**config.mk**
```make
export PLATFORM = sky130hd
export DESIGN_NAME = accel_seq_ctrl
export DESIGN_NICKNAME = d
export VERILOG_FILES = /design/src/rtl/accel_seq_ctrl.sv
export SDC_FILE = /design/constraint.sdc
export NUM_CORES = 1
export LEC_CHECK = 0
export ABC_CLOCK_PERIOD_IN_PS = 2450
export BUFFER_PORTS_ARGS = -buffer_cell sky130_fd_sc_hd__buf_2
export CAP_MARGIN = 0
export CORE_AREA = 2 2 62 64
export CTS_BUF_LIST = sky130_fd_sc_hd__clkbuf_16
export CTS_CLUSTER_SIZE = 8
export DETAILED_ROUTE_END_ITERATION = 7
export DIE_AREA = 0 0 64 66
export PLACE_DENSITY = 0.63
export SYNTH_ARGS = -nofsm -noshare
export SYNTH_HDL_FRONTEND = slang
export SYNTH_SLANG_ARGS = --single-unit
```
**constraint.sdc**
```tcl
create_clock -name clk -period 2.45 [get_ports clk]
set_clock_uncertainty 0.15 [all_clocks]
set_input_delay 0.245 -clock clk [delete_from_list [all_inputs] [get_ports clk]]
set_output_delay 0.245 -clock clk [all_outputs]
set_load 0.02 [all_outputs]
```
**src/rtl/accel_seq_ctrl.sv**
```systemverilog
// Operand/result sequencer for the shared 8-bit byte multiplier.
// Walks every byte lane of the operand words once per job, then waits for the
// multiplier pipeline to drain before flagging completion. The result strobes
// are the operand strobes delayed through a MUL_LAT-deep shift pipeline.
//
// state | meaning
// IDLE  | waiting for an accepted start; done/cycle_cnt/indices hold
// RUN   | issuing one operand select per cycle, 4*NWORDS in total
// DRAIN | operands finished, waiting MUL_LAT cycles for last products
module accel_seq_ctrl #(
  parameter int NWORDS  = 4,
  parameter int MUL_LAT = 1,
  parameter int CNT_W   = 16
) (
  input  logic                                     clk,
  input  logic                                     rst,
  input  logic                                     start,
  input  logic                                     abort,
  output logic                                     busy,
  output logic                                     done,
  output logic [CNT_W-1:0]                         cycle_cnt,
  output logic                                     op_valid,
  output logic [((NWORDS > 1) ? $clog2(NWORDS) : 1)-1:0] op_word,
  output logic [1:0]                               op_byte,
  output logic                                     res_we,
  output logic [((NWORDS > 1) ? $clog2(NWORDS) : 1)-1:0] res_word,
  output logic [1:0]                               res_byte
);

  localparam int WW = (NWORDS > 1) ? $clog2(NWORDS) : 1;
  localparam int DW = (MUL_LAT > 1) ? $clog2(MUL_LAT) : 1;
  localparam logic [WW-1:0] LAST_WORD = WW'(NWORDS - 1);

  typedef enum logic [1:0] {S_IDLE, S_RUN, S_DRAIN} state_t;

  state_t          state, state_nxt;
  logic [DW-1:0]   drain_cnt, drain_cnt_nxt;
  logic            busy_nxt, done_nxt, op_valid_nxt, clr_cnt;
  logic [WW-1:0]   op_word_nxt;
  logic [1:0]      op_byte_nxt;

  logic [MUL_LAT-1:0] vld_pipe;
  logic [WW-1:0]      word_pipe [MUL_LAT];
  logic [1:0]         byte_pipe [MUL_LAT];

  // Next-state and next-output decode; abort overrides everything else.
  always_comb begin
    state_nxt     = state;
    drain_cnt_nxt = drain_cnt;
    busy_nxt      = busy;
    done_nxt      = done;
    op_valid_nxt  = op_valid;
    op_word_nxt   = op_word;
    op_byte_nxt   = op_byte;
    clr_cnt       = 1'b0;
    case (state)
      S_IDLE: begin
        if (start) begin
          state_nxt    = S_RUN;
          busy_nxt     = 1'b1;
          done_nxt     = 1'b0;
          clr_cnt      = 1'b1;
          op_valid_nxt = 1'b1;
          op_word_nxt  = '0;
          op_byte_nxt  = '0;
        end
      end
      S_RUN: begin
        if (op_word == LAST_WORD && op_byte == 2'd3) begin
          state_nxt     = S_DRAIN;
          op_valid_nxt  = 1'b0;
          drain_cnt_nxt = DW'(MUL_LAT - 1);
        end else begin
          op_byte_nxt = op_byte + 2'd1;
          if (op_byte == 2'd3) op_word_nxt = op_word + WW'(1);
        end
      end
      S_DRAIN: begin
        if (drain_cnt == '0) begin
          state_nxt = S_IDLE;
          busy_nxt  = 1'b0;
          done_nxt  = 1'b1;
        end else begin
          drain_cnt_nxt = drain_cnt - DW'(1);
        end
      end
      default: state_nxt = S_IDLE;
    endcase
    if (abort) begin
      state_nxt     = S_IDLE;
      drain_cnt_nxt = drain_cnt;
      busy_nxt      = 1'b0;
      done_nxt      = done;
      op_valid_nxt  = 1'b0;
      op_word_nxt   = op_word;
      op_byte_nxt   = op_byte;
      clr_cnt       = 1'b0;
    end
  end

  // State and registered status/operand outputs.
  always_ff @(posedge clk) begin
    if (rst) begin
      state     <= S_IDLE;
      drain_cnt <= '0;
      busy      <= 1'b0;
      done      <= 1'b0;
      op_valid  <= 1'b0;
      op_word   <= '0;
      op_byte   <= '0;
    end else begin
      state     <= state_nxt;
      drain_cnt <= drain_cnt_nxt;
      busy      <= busy_nxt;
      done      <= done_nxt;
      op_valid  <= op_valid_nxt;
      op_word   <= op_word_nxt;
      op_byte   <= op_byte_nxt;
    end
  end

  // Job cycle counter: counts busy cycles, saturating, cleared on accepted start.
  always_ff @(posedge clk) begin
    if (rst || clr_cnt) cycle_cnt <= '0;
    else if (busy && cycle_cnt != '1) cycle_cnt <= cycle_cnt + CNT_W'(1);
  end

  // Result pipeline mirrors the multiplier latency; abort flushes in-flight lanes.
  always_ff @(posedge clk) begin
    if (rst || abort) begin
      vld_pipe <= '0;
      for (int i = 0; i < MUL_LAT; i++) begin
        word_pipe[i] <= '0;
        byte_pipe[i] <= '0;
      end
    end else begin
      vld_pipe[0]  <= op_valid;
      word_pipe[0] <= op_word;
      byte_pipe[0] <= op_byte;
      for (int i = 1; i < MUL_LAT; i++) begin
        vld_pipe[i]  <= vld_pipe[i-1];
        word_pipe[i] <= word_pipe[i-1];
        byte_pipe[i] <= byte_pipe[i-1];
      end
    end
  end

  assign res_we   = vld_pipe[MUL_LAT-1];
  assign res_word = word_pipe[MUL_LAT-1];
  assign res_byte = byte_pipe[MUL_LAT-1];

endmodule

```
### Yosys cells after proc, flatten, opt, wreduce, memory -nomap -nowiden

Memory sizes are Yosys's and may differ from the RTL's.
Index checks and enable logic that the tools add are counted.

| operators by class | value |
|---|---|
| reductions and logical operators | 18 |
| mux-type cells | 30 |
| bitwise operators | 1 |
| add/sub/neg operators | 4 |
| eq/ne operators | 10 |

Operators by type and width:

| cell | number |
|---|---|
| $mux W2 | 9 |
| $add A16 B1 Y16 const B | 1 |
| $ne A16 B16 Y1 const B | 1 |
| $mux W1 | 14 |
| $reduce_and A3 Y1 | 4 |
| $ne A2 B2 Y1 const B | 5 |
| $pmux W1 S2 | 4 |
| $pmux W2 S2 | 2 |
| $reduce_and A4 Y1 | 2 |
| $eq A2 B2 Y1 const B | 3 |
| $pmux W2 S3 | 1 |
| $reduce_bool A2 Y1 | 3 |
| $reduce_or A2 Y1 | 3 |
| $reduce_and A5 Y1 | 1 |
| $add A2 B1 Y2 const B | 2 |
| $eq A2 B1 Y1 const B | 1 |
| $logic_and A1 B1 Y1 | 2 |
| $logic_not A2 Y1 | 1 |
| $logic_or A1 B1 Y1 | 2 |
| $not A1 Y1 | 1 |
| $sub A1 B1 Y1 const B | 1 |

| word-level totals | value |
|---|---|
| logic and storage cells | 74 |
| register bits after elaboration | 27 |
| memories | 2 |
| output and inout port bits | 28 |
| RAM bits | 4 |

Memory list:

| name | words | bits a word | rd ports | clocked after memory_dff | write ports | line | RTL |
|---|---|---|---|---|---|---|---|
| byte_pipe | 1 | 2 | 1 | 0 | 1 | 44 | `logic [1:0] byte_pipe [MUL_LAT];` |
| word_pipe | 1 | 2 | 1 | 0 | 1 | 43 | `logic [WW-1:0] word_pipe [MUL_LAT];` |

### Logic depth before layout (Yosys ltp)

Gate-level depths: netlist of the first run.

| logic depth | value |
|---|---|
| word-level depth | 4 |
| depth in mapped cells | 5 |

### Worst setup path before layout of the first run

OpenSTA, ideal clock, no wires.

| path | value |
|---|---|
| path type | reg-to-reg |
| from | register busy |
| to | register cycle_cnt[13] |
| required time | 2.230 ns |
| arrival time | 1.723 ns |
| cell stages (with the launch flop) | 6 |
| library setup time | 0.070 ns |
| setup slack | 0.507 ns |
| buffers on the path | 1 |
| clock period less this slack | 1.943 ns |
| cells stage by stage | dfxtp_1 > nand3_1 > or3_1 > buf_2 > or4_1 > a21oi_1 |

| on the way | value |
|---|---|
| word-level cells in the longest chain between the ends | 1 |

Ends and longest elaborated chain:

| element | line | RTL |
|---|---|---|
| from (decl) | 19 | `output logic busy,` |
| from (signal assigned) | 114 | `busy <= busy_nxt;` |
| $logic_and A1 B1 Y1 | 125 | `else if (busy && cycle_cnt != '1) cycle_cnt <= cycle_cnt + CNT_W'(1);` |
| to (signal assigned) | 125 |  |
| to (decl) | 21 | `output logic [CNT_W-1:0] cycle_cnt,` |

Every way passes these cells.
A chain may end at the register's enable or synchronous reset.

### Worst setup path after layout of the first run

| path | value |
|---|---|
| from | register cycle_cnt[4] |
| to | register cycle_cnt[13] |

| on the way | value |
|---|---|
| word-level cells in the longest chain between the ends | 2 |
| elaborated cells between the ends (all ways) | 3 |
| classes of those cells | add/sub (1); eq/ne (1); reduce/logical (1) |

Ends and longest elaborated chain:

| element |
|---|
| branches (longest 2 deep; another with $add A16 B1 Y16) |

Several ways; the timed one is not identified.

==> results.md, run 1 <==
- Total wire length: 3150 um
- Global-route wire length before repair: 5320 um
- M1 GR Usage: 0.218
- Register clock-pin slew on the reported worst setup and hold paths: 50 ps
- Fin crit share: 0.805
- Ys Warns: 0
- Final GP Congestion: 0.848
- I/O Buffers: 31
- Via count: 1,312
- WL per Instance: 12.9 um
- Mapped Area: 1360 um^2
- Overall Global Routing Usage: 0.167
- R2R Path Start: cycle_cnt[4]$_SDFFE_PP0P_
- Hold buffer count at CTS: 0
- Top Ports: 32
- Hold WC Path Type: input pin to flop
- Vias per cell: 5.38
- Die Width: 64 um
- Cts repair resizes: 0
- Status: complete, no violations
- Hold Startpoint: abort
- Most crowded layer after global routing: met2
- Crit path DAT: 2030 ps
- Crit start category: flop
- Part of the power in combinational logic: 0.039
- Count of cell types in the netlist: 40
- DRT iter0 DRCs: 64
- CTS root buffer: clkbuf_16
- Reg-to-reg slack, setup: 480 ps
- Met3 Use GR: 0.0716
- DRT antenna net count: 0
- Overall die area: 4220 um^2
- Ant. Diodes: 0
- Total power: 1.12 mW
- Leakage: 0.689 nW
- Final TNS setup: 0 ps
- Drt first pass iters: 4
- Seq pwr share: 0.448
- Final hold violations: 0
- Clk pwr share: 0.513
- Minimum clock period: 1970 ps
- Worst Hold Path EP: word_pipe[0][1]$_SDFF_PP0_
- Post-route DRC: 0
- R2R depth: 4
- Initial antenna violation count: 0
- CTS max path bufs: 2
- Worst reg2reg path endpoint: cycle_cnt[13]$_SDFFE_PP0P_
- CTS Sinks: 30
- Setup violators final: 0
- Share of layout cells above drive strength 1: 0.224
- Required @ worst endpoint: 2510 ps
- Initial core utilization: 0.383
- P per Cell Area: 658 nW/um^2
- Clk_lat worst skew: 270 ps
- Max_cap viols: 0
- Relative slew slack: 0.553
- Largest net degree at the start of global routing: 14
- Critical path capture point type: flop
- Crit Path Max Fanout: 8
- Met2 Use GR: 0.229
- Number of synthesized flops with an enable pin: 0
- H-tree Lvls: 2
- Hpwl dp: 2280 um
- Hold Crit Depth: 2
- CTS tree: yes
- #FFs+latches synth: 30
- CTS Buf Count: 5
- Unrepaired setup endpoints after global routing: no
- Grt total ovfl: 0
- Sequential area share after synthesis: 0.442
- Post-Syn Nets: 167
- Syn Inst Count: 160
- Core box area: 3550 um^2
- Internal power: 874 uW
- Layout area overhead: 24.8%
- Vias in the first global route: 1,119
- Worst IR Drop VDD: 0.000374 V
- Max-slew violation count: 0
- Critical path class: flop to flop
- Main synth FF type: dfxtp_1
- Sw Pwr: 241 uW
- Post-layout nets: 202
- F_max: 507 MHz
- Post-Syn Area per Cell: 8.49 um^2
- Sw frac: 0.216
- Setup bufs post-CTS: 0
- Ys async rst share: 0
- Die height: 66 um
- Worst Max-Slew Pin Slew: 661 ps
- Std-Cell Rows: 22
==> flip-flops by register name, indices dropped and copies added, names as in the netlist <==
name,count
cycle_cnt,16
byte_pipe,2
op_byte,2
op_word,2
state,2
word_pipe,2
busy,1
done,1
op_valid,1
res_we,1
==> worst max-delay path, stage by stage (launching register included) <==
cell and delay (ps):
dfxtp_1 460, nand3_2 130, or3_1 500, or4_1 510, a21oi_1 150
==> routing by layer <==
layer	share of wire	wire, um	vias up
met5	0	0	-
met4	0.022	68	0
met2	0.43	1360	30
met1	0.48	1510	616
met3	0.065	206	6
li1	-	-	660
==> Yosys cell counts, types with 2 or more instances <==
cell / n / area [um^2]
nor4_1: 2 / 12.5
or3_1: 3 / 18.8
inv_1: 7 / 26.3
nor4b_1: 2 / 17.5
a31oi_1: 2 / 12.5
or4_1: 3 / 22.5
a21oi_1: 14 / 70.1
and2_1: 5 / 31.3
and4_1: 2 / 17.5
nor2_1: 15 / 56.3
nand2_1: 11 / 41.3
ha_1: 3 / 37.5
o21ai_0: 8 / 40.0
and3_2: 2 / 15.0
nand4_1: 4 / 25.0
o31ai_1: 3 / 22.5
or2_2: 3 / 18.8
nand3_1: 8 / 40.0
dfxtp_1: 30 / 601
nand2b_1: 3 / 18.8
clkbuf_1: 2 / 7.51
and3_1: 3 / 18.8
o41ai_1: 2 / 17.5
nor3_1: 7 / 35.0
==> final cells by class <==
| type | instances | area [um^2] |
|---|---|---|
| clock inverter | 3 | 12.5 |
| inverter | 7 | 26.3 |
| multi-input combinational | 119 | 708 |
| clock buffer | 5 | 125 |
| fill | 370 | 1860 |
| timing repair buffer | 32 | 163 |
| tap | 48 | 60.1 |
| sequential | 30 | 601 |
==> power by group through the flow <==
stage	combinational [mW]	clock, mW	sequential [mW]
3_3_place_gp	0.0427	0	0.509
5_1_grt	0.0489	0.609	0.500
3_5_place_dp	0.0438	0	0.509
4_1_cts	0.0440	0.582	0.500
2_1_floorplan	0.0274	0	0.512
6_report	0.0436	0.572	0.500
==> cells in the final DEF (no fill, tap or decap), types with 4 or more instances in the layout <==
cell type | Yosys | final
dfxtp_1 | 30 | 30
clkbuf_16 | 0 | 5
nand2_1 | 11 | 11
and2_1 | 5 | 5
o21ai_0 | 8 | 8
nand3_1 | 8 | 8
nand4_1 | 4 | 4
inv_1 | 7 | 8
buf_2 | 1 | 31
nor3_1 | 7 | 7
a21oi_1 | 14 | 14
nor2_1 | 15 | 15
==> cell families after synthesis <==
family | share of synthesized area
fa+ha+maj | 0.0276
flops | 0.442
buf+inv | 0.0368
xor+xnor | 0.00645
mux | 0.00737
compound gates | 0.174
simple gates | 0.306
==> per-stage QoR <==
stage / area [um^2] / cells / setup WS [ps] / hold WS [ps] / utilization
detailed placement: 1560 / 236 / 492 / 326 / 0.439
global placement: 1560 / 236 / 605 / 317 / 0.439
CTS: 1700 / 244 / 477 / 92.9 / 0.477
finish: 1700 / 244 / 478 / 99.0 / 0.477
global route: 1700 / 244 / 331 / 111 / 0.477
floorplan: 1360 / 160 / 507 / 172 / -
==> how the worst max path moves through the flow <==
stage | start | endpoint | slack [ps] | depth (start not counted)
after detailed placement | cycle_cnt[4]$_SDFFE_PP0P_ | cycle_cnt[13]$_SDFFE_PP0P_ | 490 | 4
after floorplan | busy$_SDFFE_PP0P_ | cycle_cnt[13]$_SDFFE_PP0P_ | 510 | 5
after CTS | cycle_cnt[4]$_SDFFE_PP0P_ | cycle_cnt[13]$_SDFFE_PP0P_ | 480 | 4
after global routing | cycle_cnt[0]$_SDFFE_PP0P_ | cycle_cnt[0]$_SDFFE_PP0P_ | 330 | 5
after global placement | busy$_SDFFE_PP0P_ | cycle_cnt[13]$_SDFFE_PP0P_ | 600 | 4
final | cycle_cnt[4]$_SDFFE_PP0P_ | cycle_cnt[13]$_SDFFE_PP0P_ | 480 | 4
Note: power is estimated with default switching activity, not from simulation.
==> inputs of run 2 (changes only) <==
==> config.mk (replaced) <==
export PLATFORM = sky130hd
export DESIGN_NAME = accel_seq_ctrl
export DESIGN_NICKNAME = d
export VERILOG_FILES = /design/src/rtl/accel_seq_ctrl.sv
export SDC_FILE = /design/constraint.sdc
export NUM_CORES = 1
export LEC_CHECK = 0
export ABC_AREA = 1
export ABC_CLOCK_PERIOD_IN_PS = 1800
export BUFFER_PORTS_ARGS = -buffer_cell sky130_fd_sc_hd__buf_2
export CAP_MARGIN = 0
export CORE_AREA = 2 2 65 67
export CTS_BUF_LIST = sky130_fd_sc_hd__clkbuf_16
export CTS_CLUSTER_SIZE = 8
export DETAILED_ROUTE_END_ITERATION = 7
export DIE_AREA = 0 0 67 69
export PLACE_DENSITY = 0.66
export SYNTH_ARGS = -nofsm -noshare
export SYNTH_HDL_FRONTEND = slang
export SYNTH_SLANG_ARGS = --single-unit
==> constraint.sdc (replaced) <==
create_clock -name clk -period 1.8 [get_ports clk]
set_clock_uncertainty 0.15 [all_clocks]
set_input_delay 0.18 -clock clk [delete_from_list [all_inputs] [get_ports clk]]
set_output_delay 0.18 -clock clk [all_outputs]
set_load 0.02 [all_outputs]
==> run 2 against run 1 <==
Effect of this change:
- final cell count grew 32%
- largest power group unchanged
- sequential share of layout area decreased by 4.4 points
- routed wire length rose by 4.5%
- critical path type unchanged
- setup slack lost 290 ps
- global-route usage decreased by 0.89 points
- die area is 9.4% higher
- critical endpoint is now cycle_cnt[2]$_SDFFE_PP0P_
- sequential power up 38%
- hold slack lost 12 ps
- highest routed layer unchanged
- flip-flop and latch count unchanged
==> results.md, run 2 <==
- Largest register by flop count: cycle_cnt (unchanged)
- Global-route wire length before repair: 5640 um (was 5320 um)
- Post-Syn Area per Cell: 6.65 um^2 (was 8.49 um^2)
- Part of the power in combinational logic: 0.068 (was 0.039)
- Hold Crit Depth: 3 (was 2)
- Hold Startpoint: start (was abort)
- Largest net degree at the start of global routing: 17 (was 14)
- Register clock-pin slew on the reported worst setup and hold paths: 50 ps (about the same)
- DRT antenna net count: 0 (unchanged)
- Worst Hold Path EP: state[0]$_SDFFE_PP0P_ (was word_pipe[0][1]$_SDFF_PP0_)
- Post-synthesis compound-gate area fraction: 0.0668 (was 0.174)
- Sw Pwr: 384 uW (was 241 uW)
- Commonest non-fill, non-tap cell in the layout: nand2_1 (was buf_2)
- CP max stage delay: 380 ps (was 510 ps)
- CTS max path bufs: 2 (unchanged)
- Flip-flop count of the largest register after layout: 16 (unchanged)
- Relative slew slack: 0.802 (was 0.553)
- Crit path DAT: 1630 ps (was 2030 ps)
- Post-Synth XOR/XNOR Area: 0 (was 0.00645)
- Ant. Diodes: 0 (unchanged)
- Vias per cell: 4.57 (was 5.38)
- Post-Route Utilization: 0.494 (was 0.477)
- Area taken by multi-input logic gates: 800 um^2 (was 708 um^2)
- Internal power: 1.37 mW (was 874 uW)
- DRT iter0 DRCs: 70 (was 64)
- Status: complete, no violations (unchanged)
- FF+latch area: 601 um^2 (unchanged)
- Fin crit share: 0.896 (was 0.805)
- Setup bufs post-CTS: 0 (unchanged)
- Overall die area: 4620 um^2 (was 4220 um^2)
- CTS Buf Count: 5 (unchanged)
- Max-slew violation count: 0 (unchanged)
- Critical path class: flop to flop (unchanged)
- Worst reg2reg path endpoint: cycle_cnt[2]$_SDFFE_PP0P_ (was cycle_cnt[13]$_SDFFE_PP0P_)
- F_max: 620 MHz (was 507 MHz)
- Setup violators final: 0 (unchanged)
- Crit start category: flop (unchanged)
- Hpwl dp: 2510 um (was 2280 um)
- Adder-cell share of the synthesized area: 0.0244 (was 0.0276)
- Cells along the critical path: ha_1, nand3_1, nor2_2, nand3_2, a21oi_1, nor2_1 (was nand3_2, or3_1, or4_1, a21oi_1)
- Worst path top cell family by delay: simple AND/OR/NAND/NOR gates (unchanged)
- Minimum clock period: 1610 ps (was 1970 ps)
- Buffer and inverter count on the worst path: 0 (unchanged)
- Sw frac: 0.219 (was 0.216)
- Final TNS setup: 0 ps (unchanged)
- Count of cell types in the netlist: 19 (was 40)
- Leakage: 0.927 nW (was 0.689 nW)
- Reg-to-reg slack, setup: 190 ps (was 480 ps)
- Clk_lat worst skew: 280 ps (was 270 ps)
- Main synth FF type: dfxtp_1 (unchanged)
- R2R depth: 6 (was 4)
- CP max-delay cell: dfxtp_1 (was or4_1)
- Initial core utilization: 0.392 (was 0.383)
- Number of fillers in the final layout: 418 (was 370)
- Post-synthesis mux area share: 0 (was 0.00737)
- CTS tree: yes (unchanged)
- Core box area: 3910 um^2 (was 3550 um^2)
- Via count: 1,473 (was 1,312)
- Main combinational cell family by area after synthesis: simple AND/OR/NAND/NOR gates (unchanged)
- P per Cell Area: 907 nW/um^2 (was 658 nW/um^2)
- #FFs+latches synth: 30 (unchanged)
- Post-Place Cells: 313 (was 236)
- Final GP Congestion: 0.838 (was 0.848)
- R2R Path Start: cycle_cnt[1]$_SDFFE_PP0P_ (was cycle_cnt[4]$_SDFFE_PP0P_)
- Grt total ovfl: 0 (unchanged)
- Layout area overhead: 25.9% (was 24.8%)
- Count leader, synth: nand2_1 (was dfxtp_1)
- Synth area leaders: dfxtp_1 (39%), nand2_1 (14%), nor2_1 (12%) (was dfxtp_1 (44%), a21oi_1 (5.2%), nor2_1 (4.1%))
- Vias in the first global route: 1,360 (was 1,119)
- Std-Cell Rows: 23 (was 22)
- WL per Instance: 10.2 um (was 12.9 um)
- CTS root buffer: clkbuf_16 (unchanged)
- Initial antenna violation count: 0 (unchanged)
- I/O Buffers: 31 (unchanged)
- Critical path capture point type: flop (unchanged)
- Layout Cells excl Fill: 322 (was 244)
- Final hold violations: 0 (unchanged)
- Post-synth top area cell: dfxtp_1 (unchanged)
- Ys async rst share: 0 (unchanged)
- Drt first pass iters: 4 (unchanged)
- Crit Path Max Fanout: 12 (was 8)
- Top Ports: 32 (unchanged)
- Share of layout cells above drive strength 1: 0.221 (was 0.224)
- Post-Syn Nets: 238 (was 167)
- Sequential area share after synthesis: 0.391 (was 0.442)
- H-tree Lvls: 2 (unchanged)
- Syn Inst Count: 231 (was 160)
- Overall Global Routing Usage: 0.158 (was 0.167)
- Required @ worst endpoint: 1820 ps (was 2510 ps)
- Clk pwr share: 0.537 (was 0.513)
- Post-Synth Simple-Gate Area: 0.430 (was 0.306)
- Worst IR Drop VDD: 0.000484 V (was 0.000374 V)
- Post-layout nets: 278 (was 202)
- Yosys top cell area share: 0.391 (was 0.442)
- Post-route DRC: 0 (unchanged)
- Die Width: 67 um (was 64 um)
- Synth top cells by count: nand2_1 (56), nor2_1 (50), inv_1 (31) (was dfxtp_1 (30), nor2_1 (15), a21oi_1 (14))
- Number of synthesized flops with an enable pin: 0 (unchanged)
- Commonest non-fill, non-tap cells in the layout: nand2_1 (56), nor2_1 (50), inv_1 (31), buf_2 (31), dfxtp_1 (30) (was buf_2 (31), dfxtp_1 (30), nor2_1 (15), a21oi_1 (14), nand2_1 (11))
- Ys Warns: 0 (unchanged)
- Mapped Area: 1540 um^2 (was 1360 um^2)
- Seq pwr share: 0.395 (was 0.448)
- Worst Max-Slew Pin Slew: 295 ps (was 661 ps)
- Total wire length: 3290 um (was 3150 um)
- Max_cap viols: 0 (unchanged)
- CTS Sinks: 30 (unchanged)
- Hold WC Path Type: input pin to flop (unchanged)
- Die height: 69 um (was 66 um)
- Unrepaired setup endpoints after global routing: no (unchanged)
-- run 2: cell count changes in the layout (fill, tap and decap cells not counted), moves of 4 or more --
| cell | delta |
|---|---|
| nand3_1 | +11 |
| nor3_1 | -6 |
| nand2_1 | +45 |
| inv_1 | +23 |
| nor2_4 | +4 |
| nor2_1 | +35 |
| nor2_2 | +8 |
| and2_1 | -5 |
-- run 2: routing by layer --
| metal | part of all wire | track usage |
|---|---|---|
| met4 | 0.014 | 0.0680 |
| met5 | 0 | 0 |
| met1 | 0.44 | 0.177 |
| met2 | 0.51 | 0.268 |
| met3 | 0.043 | 0.0489 |
-- run 2: worst min-delay path, stage by stage --
cell,delay (ps)
buf_2,100
nand3_1,120
nand2_1,80
-- run 2: through the flow --
step                      area [um^2]  worst slack (ps)  hold WS (ps)  total power [mW]
final                            1930               187          87.1              1.75
after global routing             1930              33.2           110              1.82
after CTS                        1930               110          81.5              1.77
after detailed placement         1760               190           260             0.825
after global placement           1760               248           251             0.822
after floorplan                  1540               151           108             0.787
-- run 2: cell families (layout without fill, tap and decap cells) --
kind of cell / after synthesis / after routing
AOI/OAI and AO/OA: 20 / 20
adders and majority gates: 3 / 3
buffers and inverters: 33 / 74
DFF: 30 / 30
and+or+nand+nor: 145 / 145
-- run 2: worst max-delay path by stage --
stage | endpoint | cells after the start | slack [ps] | startpoint
floorplan | cycle_cnt[0]$_SDFFE_PP0P_ | 8 | 150 | cycle_cnt[0]$_SDFFE_PP0P_
global placement | cycle_cnt[14]$_SDFFE_PP0P_ | 8 | 250 | cycle_cnt[1]$_SDFFE_PP0P_
detailed placement | cycle_cnt[7]$_SDFFE_PP0P_ | 9 | 190 | cycle_cnt[1]$_SDFFE_PP0P_
CTS | cycle_cnt[15]$_SDFFE_PP0P_ | 7 | 110 | rst
global route | cycle_cnt[14]$_SDFFE_PP0P_ | 7 | 30 | cycle_cnt[1]$_SDFFE_PP0P_
finish | cycle_cnt[2]$_SDFFE_PP0P_ | 6 | 190 | cycle_cnt[1]$_SDFFE_PP0P_
-- run 2: cell type report --
type                       count  area share
clock buffer                   5      0.0647
clock inverter                 3      0.0214
inverter                      31      0.0602
multi-input combinational    168       0.414
sequential                    30       0.311
tap                           50      0.0324
timing repair buffer          35      0.0971
-- run 2: timing repair --
action	4_1_cts	5_1_grt
resized for setup	0	1
setup endpoints to repair	0	1
endpoints found under the hold margin	2	0
hold buffers	1	0
-- run 2: power groups by stage --
stage | logic, mW | registers (mW) | clock network [mW]
6_report | 0.119 | 0.692 | 0.941
5_1_grt | 0.134 | 0.694 | 0.992
4_1_cts | 0.121 | 0.692 | 0.960
3_5_place_dp | 0.119 | 0.706 | 0
3_3_place_gp | 0.117 | 0.705 | 0
2_1_floorplan | 0.0625 | 0.725 | 0
